File: config.mk
export PLATFORM = sky130hd
export DESIGN_NAME = seven_seg_multi_driver_flat
export DESIGN_NICKNAME = d
export VERILOG_FILES = /design/src/rtl/seven_seg_multi_driver_if.sv /design/src/rtl/seven_seg_multi_driver.sv /design/src/flat_wrapper.sv
export SDC_FILE = /design/constraint.sdc
export NUM_CORES = 1
export LEC_CHECK = 0
export BUFFER_PORTS_ARGS = -buffer_cell sky130_fd_sc_hd__buf_2
export CORE_ASPECT_RATIO = 1.75
export CORE_MARGIN = 10
export CORE_UTILIZATION = 60
export CTS_CLUSTER_DIAMETER = 50
export DETAILED_ROUTE_END_ITERATION = 10
export PLACE_DENSITY = 0.8
export SETUP_SLACK_MARGIN = 0.02
export SLEW_MARGIN = 20
export SYNTH_ARGS = -nofsm -noshare
export SYNTH_HDL_FRONTEND = slang
export SYNTH_SLANG_ARGS = --single-unit
File: constraint.sdc
create_clock -name clk_ref -period 3.9 [get_ports clk_ref]
set_input_delay 0.585 -clock clk_ref [delete_from_list [all_inputs] [get_ports clk_ref]]
set_output_delay 0.585 -clock clk_ref [all_outputs]
set_load 0.02 [all_outputs]
File: src/rtl/seven_seg_multi_driver_if.sv
// Load/display bus between register logic and the seven-segment driver.
// The master supplies value and load controls; the slave returns status and segments.
interface seven_seg_multi_driver_if #(
  parameter int NUM_DIGITS = 6
);
  localparam int DATA_W = 4 * NUM_DIGITS;

  logic [DATA_W-1:0]       value_in;
  logic                    load;
  logic                    mode_dec;
  logic                    blank_lz;
  logic                    busy;
  logic                    done;
  logic [7*NUM_DIGITS-1:0] seg_out;

  modport master (
    output value_in, load, mode_dec, blank_lz,
    input  busy, done, seg_out
  );

  modport slave (
    input  value_in, load, mode_dec, blank_lz,
    output busy, done, seg_out
  );
endinterface

File: src/rtl/seven_seg_multi_driver.sv
// Multi-digit seven-segment driver: hex or sequential binary-to-BCD decimal display,
// with overflow dashes and optional leading-zero blanking.
//   state | meaning
//   IDLE  | waiting for load; hex loads complete here directly
//   CONV  | shift-add-3 conversion, one value bit per cycle
module seven_seg_multi_driver #(
  parameter int NUM_DIGITS = 6,
  parameter bit ACTIVE_LOW = 1'b1
) (
  input logic                     clk_ref,
  input logic                     reset,
  seven_seg_multi_driver_if.slave bus
);
  localparam int DATA_W = 4 * NUM_DIGITS;
  localparam int BCD_W  = 8 * NUM_DIGITS;
  localparam int CNT_W  = $clog2(DATA_W);
  localparam logic [6:0] ZERO_PAT = ACTIVE_LOW ? 7'h40 : 7'h3F;

  typedef enum logic [0:0] {IDLE, CONV} state_t;

  state_t                  state;
  logic                    busy;
  logic                    done;
  logic                    upd;
  logic [DATA_W-1:0]       digits;
  logic                    blank_f;
  logic                    blank_pend;
  logic                    ovf;
  logic [BCD_W-1:0]        bcd;
  logic [DATA_W-1:0]       shreg;
  logic [CNT_W-1:0]        cnt;
  logic [7*NUM_DIGITS-1:0] seg_r;

  logic [BCD_W-1:0]        bcd_adj;
  logic [BCD_W-1:0]        bcd_next;
  logic [7*NUM_DIGITS-1:0] seg_next;
  logic                    zero_above;
  logic [3:0]              nib;
  logic [6:0]              gl;

  function automatic logic [6:0] glyph(input logic [3:0] n);
    case (n)
      4'h0: glyph = 7'h40;
      4'h1: glyph = 7'h79;
      4'h2: glyph = 7'h24;
      4'h3: glyph = 7'h30;
      4'h4: glyph = 7'h19;
      4'h5: glyph = 7'h12;
      4'h6: glyph = 7'h02;
      4'h7: glyph = 7'h78;
      4'h8: glyph = 7'h00;
      4'h9: glyph = 7'h18;
      4'hA: glyph = 7'h08;
      4'hB: glyph = 7'h03;
      4'hC: glyph = 7'h46;
      4'hD: glyph = 7'h21;
      4'hE: glyph = 7'h06;
      default: glyph = 7'h0E;
    endcase
  endfunction

  always_comb begin
    bcd_adj = bcd;
    for (int i = 0; i < 2 * NUM_DIGITS; i++) begin
      if (bcd_adj[4*i +: 4] >= 4'd5) bcd_adj[4*i +: 4] = bcd_adj[4*i +: 4] + 4'd3;
    end
    bcd_next = {bcd_adj[BCD_W-2:0], shreg[DATA_W-1]};
  end

  // Walk from the top digit down so blanking stops at the first nonzero digit.
  always_comb begin
    seg_next   = '0;
    zero_above = 1'b1;
    nib        = '0;
    gl         = '0;
    for (int k = NUM_DIGITS - 1; k >= 0; k--) begin
      nib = digits[4*k +: 4];
      if (ovf)
        gl = 7'h3F;
      else if (blank_f && (k != 0) && zero_above && (nib == 4'd0))
        gl = 7'h7F;
      else
        gl = glyph(nib);
      zero_above = zero_above && (nib == 4'd0);
      seg_next[7*k +: 7] = ACTIVE_LOW ? gl : ~gl;
    end
  end

  always_ff @(posedge clk_ref) begin
    if (reset) begin
      state      <= IDLE;
      busy       <= 1'b0;
      done       <= 1'b0;
      upd        <= 1'b0;
      digits     <= '0;
      blank_f    <= 1'b0;
      blank_pend <= 1'b0;
      ovf        <= 1'b0;
      bcd        <= '0;
      shreg      <= '0;
      cnt        <= '0;
      seg_r      <= {NUM_DIGITS{ZERO_PAT}};
    end else begin
      upd  <= 1'b0;
      done <= upd;
      if (upd) seg_r <= seg_next;
      case (state)
        IDLE: begin
          if (bus.load) begin
            if (bus.mode_dec) begin
              shreg      <= bus.value_in;
              bcd        <= '0;
              cnt        <= CNT_W'(DATA_W - 1);
              blank_pend <= bus.blank_lz;
              busy       <= 1'b1;
              state      <= CONV;
            end else begin
              digits  <= bus.value_in;
              blank_f <= bus.blank_lz;
              ovf     <= 1'b0;
              upd     <= 1'b1;
            end
          end
        end
        CONV: begin
          bcd   <= bcd_next;
          shreg <= {shreg[DATA_W-2:0], 1'b0};
          if (cnt == '0) begin
            digits  <= bcd_next[DATA_W-1:0];
            ovf     <= |bcd_next[BCD_W-1:DATA_W];
            blank_f <= blank_pend;
            upd     <= 1'b1;
            busy    <= 1'b0;
            state   <= IDLE;
          end else begin
            cnt <= cnt - 1'b1;
          end
        end
        default: state <= IDLE;
      endcase
    end
  end

  assign bus.busy    = busy;
  assign bus.done    = done;
  assign bus.seg_out = seg_r;
endmodule

File: src/flat_wrapper.sv
// flat-port wrapper written by rule: the top's interface ports become plain ports
module seven_seg_multi_driver_flat 
#(
  parameter int NUM_DIGITS = 6,
  parameter bit ACTIVE_LOW = 1'b1
)
  (clk_ref, reset, bus_value_in, bus_load, bus_mode_dec, bus_blank_lz, bus_busy, bus_done, bus_seg_out);
  seven_seg_multi_driver_if #(.NUM_DIGITS(NUM_DIGITS)) bus_i ();
  input logic clk_ref;
  input logic reset;
  input wire logic [$bits(bus_i.value_in)-1:0] bus_value_in;
  input wire logic [$bits(bus_i.load)-1:0] bus_load;
  input wire logic [$bits(bus_i.mode_dec)-1:0] bus_mode_dec;
  input wire logic [$bits(bus_i.blank_lz)-1:0] bus_blank_lz;
  output wire logic [$bits(bus_i.busy)-1:0] bus_busy;
  output wire logic [$bits(bus_i.done)-1:0] bus_done;
  output wire logic [$bits(bus_i.seg_out)-1:0] bus_seg_out;
  assign bus_i.value_in = bus_value_in;
  assign bus_i.load = bus_load;
  assign bus_i.mode_dec = bus_mode_dec;
  assign bus_i.blank_lz = bus_blank_lz;
  assign bus_busy = bus_i.busy;
  assign bus_done = bus_i.done;
  assign bus_seg_out = bus_i.seg_out;
  seven_seg_multi_driver #(.NUM_DIGITS(NUM_DIGITS), .ACTIVE_LOW(ACTIVE_LOW)) u_core (.clk_ref(clk_ref), .reset(reset), .bus(bus_i));
endmodule
Word level (Yosys, flattened, before mapping)
Memories as Yosys holds them, arrays and structs flattened. A register that Yosys moved wholly into a read port is not among the register bits.
Index checks and enable logic that the tools add are counted.
{"block": "word_totals", "memories": 6, "wordCells": 141, "register_bits": 150, "romBits": 672, "out_inout_bits": 44}
{"block": "classes", "n_lt_le_gt_ge": 12, "bitwise_logic": 1, "n_reduce_logical": 23, "eq_ne": 5, "n_mux": 69, "addsub": 13}
{"name": "(no name shown)", "words": 16, "word_bits": 7, "read_ports": 1, "rd_clocked_by_memory_dff": 1, "wr": 0, "line": "seven_seg_multi_driver.sv:42", "text": "case (n)"}
{"name": "(no name shown)", "words": 16, "word_bits": 7, "read_ports": 1, "rd_clocked_by_memory_dff": 1, "wr": 0, "line": "seven_seg_multi_driver.sv:42"}
{"name": "(no name shown)", "words": 16, "word_bits": 7, "read_ports": 1, "rd_clocked_by_memory_dff": 1, "wr": 0, "line": "seven_seg_multi_driver.sv:42"}
{"name": "(no name shown)", "words": 16, "word_bits": 7, "read_ports": 1, "rd_clocked_by_memory_dff": 1, "wr": 0, "line": "seven_seg_multi_driver.sv:42"}
{"name": "(no name shown)", "words": 16, "word_bits": 7, "read_ports": 1, "rd_clocked_by_memory_dff": 1, "wr": 0, "line": "seven_seg_multi_driver.sv:42"}
{"name": "(no name shown)", "words": 16, "word_bits": 7, "read_ports": 1, "rd_clocked_by_memory_dff": 1, "wr": 0, "line": "seven_seg_multi_driver.sv:42"}
{"operator": "$mux 24", "n": 5}
{"operator": "$mux 48", "n": 2}
{"operator": "$pmux 24 s2", "n": 2}
{"operator": "$pmux 48 s2", "n": 1}
{"operator": "$mux 4", "n": 23}
{"operator": "$mux 7", "n": 11}
{"operator": "$ge 4x3->1 const B", "n": 12}
{"operator": "$add 4x2->4 const B", "n": 11}
{"operator": "$reduce_or 24->1", "n": 1}
{"operator": "$logic_not 4->1", "n": 5}
{"operator": "$mux 1", "n": 15}
{"operator": "$mux 5", "n": 3}
{"operator": "$reduce_and 3->1", "n": 4}
{"operator": "$logic_and 1x1->1", "n": 11}
{"operator": "$ne 2x2->1 const B", "n": 5}
{"operator": "$pmux 1 s2", "n": 5}
{"operator": "$pmux 5 s2", "n": 1}
{"operator": "$logic_not 5->1", "n": 1}
{"operator": "$sub 5x1->5 const B", "n": 1}
{"operator": "$add 3x2->3 const B", "n": 1}
{"operator": "$mux 3", "n": 1}
{"operator": "$reduce_and 2->1", "n": 1}
{"operator": "$not 1->1", "n": 1}

Logic depth before layout (Yosys ltp)
Gate-level depths: netlist of the first run.
{"block": "depth", "ltp_word": 8, "depth_mapped": 13, "depth_no_buf": 12}

Worst setup path after synthesis of the first run
No wires, ideal clock.
{"block": "synth_timing", "kind": "input to register", "startpoint": "input bus_mode_dec", "endpoint": "register (tool-made name)", "slack_ns": 0.861, "cell_stages": 13, "arrival_time_ns": 2.916, "required_ns": 3.777, "setup_time_ns": 0.123, "path_cell_list": "buf_2 -> or3b_1 -> buf_6 -> a21bo_4 -> buf_6 -> buf_4 -> nor2_1 -> a211oi_1 -> inv_1 -> ha_1 -> nand2b_1 -> a21oi_1 -> o22ai_1"}
{"item": "from (decl)", "line": "flat_wrapper.sv:13", "text": "input wire logic [$bits(bus_i.mode_dec)-1:0] bus_mode_dec;"}

==> impl_metrics.ini, run 1 <==
[status]
status = completed

[placed_design]
hpwlAfterDp_mm = 17.3
pre_cts_ws_ns = 0.532
gp_congestion = 0.862
portBuffers = 72

[worst_setup_path]
cpMaxStageDelayCell = a21boi_2
cp_num_buf_inv = 1
startpoint_type = flip-flop
cp_max_fo = 44
arrival_ns = 3.68
path_cells = or3b_1, a21boi_2, a21oi_1, a211oi_1, inv_1, ha_1, nor2b_1, a21oi_1, o22ai_1
startpoint = u_core.state
crit_family = compound AO/OA/AOI/OAI gates
path_class = reg -> reg
max_stage_delay_ns = 0.73
cpMostUsedCell = a21oi_1
cp.required_ns = 4.21
cp-end-kind = flip-flop
rr_startpoint = u_core.state

[global_route]
grt_overflow_total = 0
grt_max_degree = 54
grt_first_pass_wirelength_mm = 39.9
grt_pass1_vias = 8233
grt_usage = 0.224
antenna_found_initial = 0

[power_and_ir_drop]
pwr-share-clk = 0.360
ir_drop_mv = 0.272
seqPwrFrac = 0.468
p_sw_frac = 0.306
p_leak_nw = 4.35
comb_power_share = 0.172
p_per_area_nw_per_um2 = 444
p_int_mw = 3.29
power.total_mw = 4.73
switchingPower_mw = 1.45

[sta]
tns_ns = 0
fin_ws_ns = 0.533
worst_pin_slew_ns = 0.904
skew_ns = 0.0112
finalCritPeriodShare = 0.863
fin_crit_ns = 3.37
rsz0062_at_grt = false
slew_viol_final = 0
fmax_ghz = 0.297
hold_viol_final = 0
setup_viol = 0
slew_headroom = 0.394

[synth]
synth_top_area_frac = 0.399
yosys-top-cells-area = dfxtp_1 (40%), ha_1 (7.3%), a21oi_1 (6.6%)
yosysMostFrequentCell = dfxtp_1
async_reset_ff_frac = 0
seq_area_frac_synth = 0.399
synth_edf_count = 0
ys_warn_count = 0
ys_seq_elements = 192
synth_flop_cell = dfxtp_1
ys_top_cells_by_count = dfxtp_1 (192), nor2_1 (137), a21oi_1 (126)
yosysTopAreaCell = dfxtp_1
synth_cell_types = 57
syn_inst = 1169
syn_area_per_cell_um2 = 8.24
netlist_area_um2 = 9630
syn-num-nets = 1254

[run]
maxCapViolCount = 0

[floorplan]
dieWidth_um = 116
die-area_um2 = 21700
coreArea_um2 = 15800
ios = 73
start_util = 0.609
die_h_um = 188
num_rows = 61

[route]
wl_per_cell_um = 17.2
dr_total_vias = 8516
postRouteAntennaNets = 0
vias_per_cell = 6.02
drc = 0
first_pass_iters = 5
drtIter0Drc = 548
finalWirelength_mm = 24.4

[cells_and_area]
multiInputGateArea_um2 = 5130
area_growth_pct = 10.7
seqCellArea_um2 = 3850
diodes = 0
fillCellCount = 1299
nets = 1298
final_layout_size_suffix_gt1_frac = 0.128
final_util = 0.675

[clocking]
root_buffer = clkbuf_16
insertion_delay_ns = 0.44
cts_buffer_depth = 2
cts_made_buffers = 17
hold_buffers = 0
clk_pin_slew_ns = 0.08
cts_sinks = 192
cts_tree = yes
cts_setup_buffers = 0
htree_levels = 4
cts_resized = 0

[min_path]
hp-class = in -> reg
min_from = bus_blank_lz
[worst reg2reg max path, delay by kind of cell, from the launching register on]
| family | cells | cell delay [ns] |
|---|---|---|
| adder cells (fa/ha/maj) | 1 | 0.30 |
| buffers and inverters | 1 | 0.18 |
| AO/OA/AOI/OAI | 5 | 1.69 |
| flip-flops | 1 | 0.64 |
| AND/OR/NAND/NOR | 2 | 0.42 |
[through the flow]
| stage | instances | hold slack, ns | instance area, um^2 |
|---|---|---|---|
| CTS | 1415 | 0.402 | 10700 |
| finish | 1415 | 0.410 | 10700 |
| floorplan | 1169 | 0.416 | 9630 |
| detailed placement | 1383 | 0.425 | 10100 |
| global route | 1415 | 0.416 | 10700 |
| global placement | 1383 | 0.419 | 10100 |
[power by group through the flow]
stage / sequential (mW) / clock (mW) / combinational, mW
after floorplan: 2.27 / 0 / 0.569
after global placement: 2.26 / 0 / 0.789
after detailed placement: 2.26 / 0 / 0.807
after CTS: 2.21 / 1.72 / 0.814
after global routing: 2.23 / 1.80 / 0.901
final: 2.21 / 1.70 / 0.816
[placed cells by master (no fill, tap or decap), types with 3 or more instances in the layout]
cell type and count:
a2111oi_0 5, a211oi_1 34, a211oi_2 6, a21o_1 8, a21oi_1 125, a22oi_1 12, a2bb2oi_1 5, a311oi_1 11
a31oi_1 15, a32o_1 6, and3_1 9, buf_2 71, buf_4 26, clkbuf_16 17, clkinv_8 4, dfxtp_1 191
ha_1 56, inv_1 70, inv_2 3, inv_6 6, inv_8 3, mux2i_1 30, nand2_1 88, nand2b_1 24
nand3_1 52, nor2_1 137, nor2b_1 13, nor3_1 38, nor4_1 4, nor4b_1 5, o211ai_1 7, o21ai_0 43
o221a_2 4, o22ai_1 25, o31ai_1 6, or3_1 13, or3b_2 6, xnor2_1 18, xor2_1 3
[cell type report]
| cell class | instances | area share |
|---|---|---|
| Multi-Input combinational cell | 828 | 0.481 |
| Sequential cell | 192 | 0.361 |
| Timing Repair Buffer | 97 | 0.0517 |
| Clock buffer | 18 | 0.0403 |
| Inverter | 77 | 0.0299 |
| Tap cell | 189 | 0.0222 |
| Clock inverter | 14 | 0.0135 |
[kinds of logic after synthesis]
group	synth area share
mux	0.0324
buf+inv	0.0686
compound gates	0.215
simple gates	0.192
fa+ha+maj	0.0728
flops	0.399
xor+xnor	0.0191
[final timing paths]
path	to	slack, ns	cells past startpoint
worst max-delay path	flip-flop	0.53	9
worst min register to register	u_core.bus.seg_out[9]	0.44	2
worst max register to register	flip-flop	0.53	9
worst min-delay path	u_core.blank_pend	0.41	3
[layer usage]
metal  vias up  wire, um  track usage
li1       4197         -            -
met1      4053      9270        0.239
met2       202     13200        0.408
met3        64       791       0.0323
met4         0      1120        0.121
met5         -         0            0
Note: power is estimated with default switching activity, not from simulation.
==> run 2, diff against run 1 <==
Settings changed: CORE_UTILIZATION 60 to 55, PLACE_DENSITY 0.8 to 0.73.
Clock period 3.9 ns to 2.8 ns, I/O delays scaled along.
==> impl_metrics.ini, run 2 (synthesized netlist as in run 1, its figures left out) <==
[sta]
tns_ns = 0
hold_viol_final = 0
setup_viol = 0
skew_ns = 0.0108
fmax_ghz = 0.375
slew_headroom = 0.528
rsz0062_at_grt = false
finalCritPeriodShare = 0.953
worst_pin_slew_ns = 0.708
slew_viol_final = 0
fin_crit_ns = 2.67

[clocking]
cts_made_buffers = 17
htree_levels = 4
hold_buffers = 0
clk_pin_slew_ns = 0.07
cts_sinks = 192
insertion_delay_ns = 0.44
cts_tree = yes
root_buffer = clkbuf_16
cts_setup_buffers = 0
cts_buffer_depth = 2

[worst_setup_path]
cp_max_fo = 15
cpMaxStageDelayCell = a21boi_4
cp.required_ns = 3.11
startpoint = u_core.cnt[0]
path_cells = inv_1, ha_1, nor4b_4, a21boi_4, buf_4, a21oi_1, a211oi_2, buf_4, ha_1, a211oi_1, o21ai_0
max_stage_delay_ns = 0.47
rr_startpoint = u_core.cnt[0]
rrSetupSlack_ns = 0.13
path_class = reg -> reg
startpoint_type = flip-flop
cp-end-kind = flip-flop
reg2regPathDepth = 11
arrival_ns = 2.98

[global_route]
grt_overflow_total = 0
grt_max_degree = 73
grt_usage = 0.211
grt_pass1_vias = 8307
antenna_found_initial = 0
grt_first_pass_wirelength_mm = 40.7

[cells_and_area]
area_growth_pct = 15.1
final_common_cell = dfxtp_1
multiInputGateArea_um2 = 5190
design_area_um2 = 11100
nets = 1338
diodes = 0
layout_common_cells = dfxtp_1 (191), nor2_1 (137), a21oi_1 (125)
fillCellCount = 1556
seqCellArea_um2 = 3850
final_layout_size_suffix_gt1_frac = 0.162

[route]
dr_total_vias = 8714
vias_per_cell = 5.82
finalWirelength_mm = 25.2
drc = 0
wl_per_cell_um = 16.8
drtIter0Drc = 668
first_pass_iters = 6
postRouteAntennaNets = 0

[min_path]
hp-class = in -> reg

[floorplan]
die-area_um2 = 23400
coreArea_um2 = 17400
start_util = 0.554
dieWidth_um = 120
die_h_um = 195
num_rows = 64
ios = 73

[power_and_ir_drop]
p_leak_nw = 4.56
ir_drop_mv = 0.357
p_per_area_nw_per_um2 = 609

[placed_design]
portBuffers = 72
gp_congestion = 0.859
hpwlAfterDp_mm = 17.8
place_area_um2 = 10500

[run]
maxCapViolCount = 0

[status]
status = completed
run 2: changes by cell type in the layout (fill, tap and decap cells not counted), moves of 4 or more:
cell / before / now
a2111oi_0: 5 / 0
a211oi_1: 34 / 30
clkinv_2: 0 / 4
buf_4: 26 / 64
a211oi_2: 6 / 10
inv_6: 6 / 1
run 2: worst min-delay path by stage:
stage,from,to,slack (ns),depth (start not counted)
floorplan,flip-flop,u_core.bus.seg_out[10],0.42,2
global placement,flip-flop,u_core.bus.seg_out[14],0.42,2
detailed placement,flip-flop,u_core.bus.seg_out[9],0.43,2
CTS,bus_blank_lz,u_core.blank_pend,0.23,3
global route,bus_blank_lz,u_core.blank_pend,0.28,3
finish,bus_blank_lz,u_core.blank_pend,0.25,3
run 2: final cells by class:
cell class	instances	area share
multi-input cells	829	0.468
flip-flops and latches	192	0.347
repair buffers	136	0.0772
clock buffers	19	0.0400
inverters	77	0.0288
well taps	231	0.0261
clock inverters	13	0.0125
run 2: layer usage:
layer	global-route usage	up-vias	wire, um
met2	0.402	194	14100
li1	-	4281	-
met5	0	-	0
met1	0.217	4184	9430
met4	0.105	0	925
met3	0.0289	55	788
run 2: per-stage QoR:
stage           util  setup WS, ns  hold slack (ns)  power, mW  cells
5_1_grt        0.638        0.0205            0.279       7.03   1497
4_1_cts        0.636        0.0971            0.235       6.79   1496
2_1_floorplan      -        0.0792            0.416       3.96   1169
3_5_place_dp   0.602       -0.0155            0.431       4.37   1464
3_3_place_gp   0.602        0.0130            0.420       4.34   1464
6_report       0.638         0.130            0.246       6.75   1497
run 2: critical path: cells and delay by family, from the launching register on:
kind / cells / cell delay, ns
and+or+nand+nor: 1 / 0.14
AOI/OAI and AO/OA: 5 / 1.14
adders and majority gates: 2 / 0.47
DFF: 1 / 0.34
buffers and inverters: 3 / 0.47
run 2: what timing repair did:
action                     CTS  global route
gates resized for setup      1             9
setup endpoints to repair    6            24
pin swaps                    0             1
cloned                       0             1
run 2: power breakdown:
group / internal (mW) / switching [mW]
Clock: 1.34 / 1.08
Sequential: 2.97 / 0.103
Combinational: 0.493 / 0.763
==> run 3, diff against run 2 <==
Settings changed: ABC_AREA set to 1, REMOVE_ABC_BUFFERS set to 1.
==> impl_metrics.ini, run 3 <==
[route]
dr_total_vias = 8699
drtIter0Drc = 470
finalWirelength_mm = 23.4
drc = 0
wl_per_cell_um = 14.2
vias_per_cell = 5.25
postRouteAntennaNets = 0
first_pass_iters = 6

[worst_setup_path]
cp-end-kind = flip-flop
rr_startpoint = u_core.cnt[0]
arrival_ns = 2.65
startpoint = u_core.cnt[0]
cp_max_fo = 9
cp.required_ns = 3.13
path_class = reg -> reg
startpoint_type = flip-flop

[sta]
skew_ns = 0.0127
worst_pin_slew_ns = 0.517
slew_viol_final = 0
hold_viol_final = 0
finalCritPeriodShare = 0.828
fin_crit_ns = 2.32
fin_ws_ns = 0.481
rsz0062_at_grt = false
fmax_ghz = 0.431
slew_headroom = 0.655
setup_viol = 0

[min_path]
min_from = bus_blank_lz
hp-class = in -> reg

[cells_and_area]
final_common_cell = nand2_1
final_layout_size_suffix_gt1_frac = 0.134
nets = 1499
area_growth_pct = 12.1
final_util = 0.629
layout_common_cells = nand2_1 (361), dfxtp_1 (191), inv_1 (133)

[floorplan]
coreArea_um2 = 17000
die_h_um = 194
die-area_um2 = 23300
dieWidth_um = 120
num_rows = 63
start_util = 0.561
ios = 73

[global_route]
grt_pass1_vias = 8517
grt_first_pass_wirelength_mm = 39.8
grt_usage = 0.202
antenna_found_initial = 2
grt_max_degree = 91
grt_overflow_total = 0

[status]
status = completed

[synth]
seq_area_frac_synth = 0.402
synth_flop_cell = dfxtp_1
ys_seq_elements = 192
yosysTopAreaCell = dfxtp_1
async_reset_ff_frac = 0
ys_top_cells_by_count = nand2_1 (361), dfxtp_1 (192), inv_1 (134)
syn_area_per_cell_um2 = 7.06
synth_edf_count = 0
netlist_area_um2 = 9550
yosys-top-cells-area = dfxtp_1 (40%), nand2_1 (14%), ha_1 (7.3%)
ys_warn_count = 0
synth_cell_types = 36
syn_inst = 1354
yosysMostFrequentCell = nand2_1
synth_top_area_frac = 0.402

[run]
maxCapViolCount = 0

[clocking]
cts_buffer_depth = 2
cts_tree = yes
cts_setup_buffers = 0
cts_sinks = 192
htree_levels = 4
cts_resized = 0
cts_made_buffers = 17
insertion_delay_ns = 0.43
hold_buffers = 0
clk_pin_slew_ns = 0.07
root_buffer = clkbuf_16

[power_and_ir_drop]
p_per_area_nw_per_um2 = 606
ir_drop_mv = 0.427
p_leak_nw = 5.05

[placed_design]
gp_congestion = 0.922
pre_cts_ws_ns = 0.505
portBuffers = 72
hpwlAfterDp_mm = 16.2
run 3: worst max-delay path, stage by stage, from the launching register on:
cell	delay, ns
dfxtp_1	0.37
inv_1	0.08
ha_1	0.21
nand4_2	0.11
nand2_2	0.09
inv_2	0.17
buf_4	0.19
a21oi_1	0.05
nand2_1	0.09
nand3_2	0.15
ha_1	0.29
or2_2	0.31
nand3_1	0.07
nand2_1	0.05
run 3: final cells by class:
class / instances / area [um^2]
tap: 227 / 284
fill: 1629 / 6320
antenna: 2 / 5.00
multi-input combinational: 955 / 4880
inverter: 158 / 596
timing repair buffer: 90 / 523
clock inverter: 11 / 95.1
clock buffer: 21 / 480
sequential: 192 / 3840
run 3: layer usage:
metal,routed length (um),vias to the layer above,global-route usage,part of all wire
li1,-,4514,-,-
met1,9670,4025,0.218,0.41
met4,343,0,0.0617,0.015
met3,806,20,0.0383,0.034
met2,12600,140,0.383,0.54
met5,0,-,0,0
run 3: stage by stage:
step | power (mW) | area (um^2) | hold slack [ns] | instances | setup TNS [ns]
2_1_floorplan | 3.84 | 9320 | 0.424 | 1305 | -102.67
3_3_place_gp | 4.19 | 10100 | 0.441 | 1622 | 0
3_5_place_dp | 4.20 | 10100 | 0.437 | 1622 | 0
4_1_cts | 6.54 | 10700 | 0.241 | 1654 | 0
5_1_grt | 6.80 | 10700 | 0.248 | 1655 | 0
6_report | 6.49 | 10700 | 0.251 | 1656 | 0
run 3: power breakdown:
group	switching [mW]	internal, mW	total [mW]
Sequential	0.0925	2.96	3.06
Clock	1.09	1.26	2.34
Combinational	0.738	0.349	1.09
run 3: final timing paths:
| kind | to | slack (ns) | cells past startpoint |
|---|---|---|---|
| worst min register to register | u_core.bus.seg_out[41] | 0.45 | 2 |
| worst max-delay path | flip-flop | 0.48 | 13 |
| worst max register to register | flip-flop | 0.48 | 13 |
| worst min-delay path | u_core.blank_pend | 0.25 | 3 |
run 3: cells by family after synthesis:
kind of cell / Yosys count / share of synthesized area
and+or+nand+nor: 628 / 0.282
AOI/OAI and AO/OA: 268 / 0.153
buffers and inverters: 207 / 0.0870
DFF: 192 / 0.402
adders and majority gates: 56 / 0.0733
xor gates and xnor gates: 3 / 0.00275
